**src/rtl/adder_arbiter.sv**
```systemverilog
// Round-robin arbiter sharing one WIDTH-bit adder between two valid/ready requesters.
// The registered result, carry and signed overflow return on a single response channel tagged with the winner.
module adder_arbiter #(
    parameter int WIDTH = 32
) (
    input  logic             clk,
    input  logic             rst_n,
    input  logic             req0_valid,
    output logic             req0_ready,
    input  logic [WIDTH-1:0] req0_a,
    input  logic [WIDTH-1:0] req0_b,
    input  logic             req1_valid,
    output logic             req1_ready,
    input  logic [WIDTH-1:0] req1_a,
    input  logic [WIDTH-1:0] req1_b,
    output logic             rsp_valid,
    input  logic             rsp_ready,
    output logic             rsp_id,
    output logic [WIDTH-1:0] rsp_sum,
    output logic             rsp_carry,
    output logic             rsp_ovf
);

    typedef enum logic {
        EMPTY = 1'b0,
        FULL  = 1'b1
    } state_e;

    state_e           state_q, state_d;
    logic             last_grant_q, last_grant_d;
    logic             id_q, id_d;
    logic [WIDTH-1:0] sum_q, sum_d;
    logic             carry_q, carry_d;
    logic             ovf_q, ovf_d;

    logic             grant0, grant1;
    logic             can_accept;
    logic             xfer0, xfer1, xfer;
    logic [WIDTH-1:0] op_a, op_b;
    logic [WIDTH:0]   full_sum;

    // On contention the requester that did not win last time is granted.
    always_comb begin
        grant0 = 1'b0;
        grant1 = 1'b0;
        if (req0_valid && req1_valid) begin
            grant0 = last_grant_q;
            grant1 = !last_grant_q;
        end else begin
            grant0 = req0_valid;
            grant1 = req1_valid;
        end
    end

    assign xfer0 = req0_valid & req0_ready;
    assign xfer1 = req1_valid & req1_ready;
    assign xfer  = xfer0 | xfer1;

    assign op_a     = xfer1 ? req1_a : req0_a;
    assign op_b     = xfer1 ? req1_b : req0_b;
    assign full_sum = {1'b0, op_a} + {1'b0, op_b};

    always_ff @(posedge clk or negedge rst_n) begin
        if (!rst_n) begin
            state_q      <= EMPTY;
            last_grant_q <= 1'b1;
            id_q         <= 1'b0;
            sum_q        <= '0;
            carry_q      <= 1'b0;
            ovf_q        <= 1'b0;
        end else begin
            state_q      <= state_d;
            last_grant_q <= last_grant_d;
            id_q         <= id_d;
            sum_q        <= sum_d;
            carry_q      <= carry_d;
            ovf_q        <= ovf_d;
        end
    end

    always_comb begin
        state_d      = state_q;
        last_grant_d = last_grant_q;
        id_d         = id_q;
        sum_d        = sum_q;
        carry_d      = carry_q;
        ovf_d        = ovf_q;
        if (xfer) begin
            state_d      = FULL;
            last_grant_d = xfer1;
            id_d         = xfer1;
            sum_d        = full_sum[WIDTH-1:0];
            carry_d      = full_sum[WIDTH];
            ovf_d        = (op_a[WIDTH-1] == op_b[WIDTH-1]) &&
                           (full_sum[WIDTH-1] != op_a[WIDTH-1]);
        end else if (rsp_ready) begin
            state_d = EMPTY;
        end
    end

    // Readys are gated by rst_n so nothing is offered while reset is held.
    always_comb begin
        rsp_valid  = (state_q == FULL);
        can_accept = !rsp_valid || rsp_ready;
        req0_ready = rst_n && grant0 && can_accept;
        req1_ready = rst_n && grant1 && can_accept;
        rsp_id     = id_q;
        rsp_sum    = sum_q;
        rsp_carry  = carry_q;
        rsp_ovf    = ovf_q;
    end

endmodule

```
**config.mk**
```make
export PLATFORM = sky130hd
export DESIGN_NAME = adder_arbiter
export DESIGN_NICKNAME = d
export VERILOG_FILES = /design/src/rtl/adder_arbiter.sv
export SDC_FILE = /design/constraint.sdc
export NUM_CORES = 1
export LEC_CHECK = 0
export ABC_AREA = 1
export CORE_MARGIN = 5
export CORE_UTILIZATION = 42
export DETAILED_ROUTE_END_ITERATION = 10
export GPL_TIMING_DRIVEN = 0
export HOLD_SLACK_MARGIN = 0.06
export PLACE_DENSITY = 0.79
export SYNTH_ARGS = -nofsm -noshare
export SYNTH_HDL_FRONTEND = slang
export SYNTH_SLANG_ARGS = --single-unit
```
**constraint.sdc**
```tcl
create_clock -name clk -period 2.5 [get_ports clk]
set_input_delay 0.5 -clock clk [delete_from_list [all_inputs] [get_ports clk]]
set_output_delay 0.5 -clock clk [all_outputs]
set_load 0.005 [all_outputs]
```
==> run summary, run 1 <==
status: complete, but fails checks
failing checks: negative setup slack
fin crit share: 106%
Yosys cell types: 32
arrival time worst endpoint: 2860 ps
Final Critical Period: 2640 ps
routed len/inst: 14.0 um
clock sink count: 37
count leader, synth: nand2_1
worst skew pair latency: 280 ps
WS Path Type: reg -> reg
Max FO, Critical Path: 8
die height: 117 um
Worst-Margin Slew: 309 ps
syn nets: 1063
cell taking the most area after synthesis: nand2_1
# Max-Cap Violations: 0
via count: 6170
H-tree levels: 2
FMAX: 379 MHz
DRC Markers: 0
TritonRoute pass-1 iters: 5
CTS buffer count: 5
Setup TNS: -753 ps
Cells after Synth: 897
vias per inst: 4.91
Max Slew Vio Count: 0
Worst Path Required: 2720 ps
Pleak: 4.27 nW
Overall Power: 0.00498 W
Max Root-Sink Buffers: 2
Worst path most repeated cell: nand2_4
IO Count: 171
cell chain of the critical path: a21boi_4 -> nand2_4 -> buf_12 -> buf_12 -> nand2_4 -> nand2_4 -> ha_4 -> fa_2 -> nand3_2 -> nand3_4 -> nand2_2 -> nand2_2 -> nand2_2 -> nand2_4 -> nand2_4 -> nand2_4 -> nand2_2 -> nand3_2 -> nand2_1
synthesized area: 4810 um2
total congestion overflow: 0
# diodes: 0
CTS tree: done
core box area: 11300 um2
Worst setup EP type: flop
EDFF count, synth: 0
Hold Vio Cnt, Final: 0
clk slew on worst S/H paths: 60 ps
RSZ-0062 raised after global routing: true
Top FF cell, synth: dfrtp_1
post-synthesis average cell area: 5.36 um2
Pwr per Cell Area: 606 nW/um2
Final setup viols: 15
GPL Wtd Cong: 0.951
top cells by area, synth: nand2_1 38%, dfrtp_1 19%, inv_1 10%
Buffers on Ports: 170
crit-path max cell delay: 400 ps
die width: 117 um
worst-case clock skew: 5.05 ps
global-route wire length before repair: 26400 um
drt initial violations: 379
YS warnings: 0
Setup crit start kind: flop
post-route setup slack: -141 ps
Total GRT Usage: 24.0%
largest net degree at the start of global routing: 20
Final Routed Wirelength: 17600 um
FFs w/ async S/R, synth: 100%
initial antenna violation count: 0
Slew HR: 79.3%
post-layout util: 72.5%
Seq/Total Area, Yosys: 19.3%
Layout Area Growth over Synthesis: 70.7%
DIE AREA: 13700 um2
dpl hpwl: 12900 um
most frequent cells after synthesis: 483 x nand2_1, 133 x inv_1, 43 x nand3_1
std cell rows: 39
worst vdd ir: 0.000487 V
Tightest Hold Check Type: in -> async
clock tree root driver cell: clkbuf_16
Yosys top cell area share: 37.7%
layout cells sized above 1: 24.8%
CP max stage cell: dfrtp_1
final net count: 1279
Antenna Violating Nets Remaining: 0
Initial Util: 42.5%
FF+latch count, synth: 37
vias in the first global route: 5784
[metrics by stage]
step / cells / hold slack (ps) / instance area [um2] / worst slack (ps)
finish: 1257 / 159 / 8210 / -141
global route: 1257 / 165 / 8210 / -278
CTS: 1237 / 163 / 7670 / -94.1
detailed placement: 1210 / 462 / 6750 / -1570
global placement: 1210 / 454 / 6750 / -2580
floorplan: 897 / 204 / 4870 / -22.5
[worst paths after layout]
path	startpoint	endpoint	slack (ps)	cells after the start
worst max-delay path	rsp_valid$_DFFE_PN0P_	rsp_sum[24]$_DFFE_PN0P_	-140	19
worst min-delay path	rst_n	rsp_sum[10]$_DFFE_PN0P_	160	1
worst max register to register	rsp_valid$_DFFE_PN0P_	rsp_sum[24]$_DFFE_PN0P_	-140	19
worst min register to register	rsp_sum[0]$_DFFE_PN0P_	rsp_sum[0]$_DFFE_PN0P_	480	2
max in group asynchronous	rst_n	last_grant_q$_DFFE_PN1P_	2060	2
min in group clk	rsp_sum[0]$_DFFE_PN0P_	rsp_sum[0]$_DFFE_PN0P_	480	2
[layout make-up]
cell class                 instances  area, um2
inverter                         139        542
multi-input combinational        701       4180
buffer                            20        200
clock buffer                       6        139
clock inverter                     2       13.8
tap                              143        179
sequential                        37        927
timing repair buffer             209       2030
fill                             931       3110
[routing by layer]
metal  GRT usage [%]  routed length (um)  share of wire, %  vias up
met5               0                   0                 0        -
met1            29.7                7260                41     2783
met3            4.47                1290               7.3       40
li1                -                   -                 -     3128
met2            42.5                8520                48      219
met4            7.19                 556               3.2        0
[repair_timing]
action,4_1_cts,5_1_grt
pin swaps,24,33
resized for setup,128,127
hold buffers,0,0
buffers inserted,18,20
hold endpoints to repair,0,0
endpoints found under the setup margin,36,27
cloned,1,0
[cells by family (layout without fill, tap and decap cells)]
group           Yosys count  count (layout)  share of synthesized area, %
compound gates           39              39                          4.39
xor+xnor                  9               9                          1.64
fa+ha+maj                33              33                          8.74
buf+inv                 159             376                          13.2
flops                    37              37                          19.3
simple gates            620             620                          52.8
[state kept, by name, summed over array words and instances, names as in the netlist]
| signal | count |
|---|---|
| rsp_sum | 32 |
| rsp_valid | 1 |
| rsp_id | 1 |
| rsp_carry | 1 |
| rsp_ovf | 1 |
| last_grant_q | 1 |
[worst max-delay path, delay by kind of cell, from the launching register on]
| family | cells | cell delay [ps] |
|---|---|---|
| AOI/OAI and AO/OA | 1 | 170 |
| adders and majority gates | 2 | 540 |
| buffers and inverters | 2 | 330 |
| DFF | 1 | 400 |
| and+or+nand+nor | 14 | 1120 |
[report_power, final]
group          total (W)  internal (W)  switching, W  leakage, nW
sequential       0.00102      0.000865      0.000157        0.448
combinational    0.00330       0.00162       0.00168         3.75
clock           0.000662      0.000397      0.000265       0.0768
total            0.00498       0.00288       0.00210         4.27
[placed cells by master, fill, tap and decap left out, types with 3 or more instances in the layout]
| cell type | count |
|---|---|
| a21oi_1 | 6 |
| a21oi_2 | 15 |
| and2_1 | 5 |
| buf_2 | 7 |
| buf_4 | 42 |
| buf_6 | 9 |
| clkbuf_16 | 5 |
| clkdlybuf4s50_1 | 166 |
| dfrtp_1 | 36 |
| ha_4 | 29 |
| inv_1 | 124 |
| inv_2 | 12 |
| nand2_1 | 411 |
| nand2_2 | 75 |
| nand2_4 | 19 |
| nand3_1 | 33 |
| nand3_2 | 9 |
| nand4_1 | 11 |
| nor2_1 | 21 |
| nor2_2 | 12 |
| nor2_4 | 13 |
| nor3_2 | 3 |
| o21ai_0 | 7 |
| o21ai_1 | 3 |
| xnor2_1 | 4 |
| xor2_1 | 3 |
Note: power is estimated with default switching activity, not from simulation.
==> inputs of run 2 (changes only) <==
--- a/config.mk
+++ b/config.mk
@@ -9,6 +9,7 @@
 export CORE_MARGIN = 5
 export CORE_UTILIZATION = 42
 export DETAILED_ROUTE_END_ITERATION = 10
+export GPL_ROUTABILITY_DRIVEN = 1
 export GPL_TIMING_DRIVEN = 0
 export HOLD_SLACK_MARGIN = 0.06
 export PLACE_DENSITY = 0.79
==> results of run 2 <==
Same layout as run 1: the final DEF is identical, and so are final timing and power.
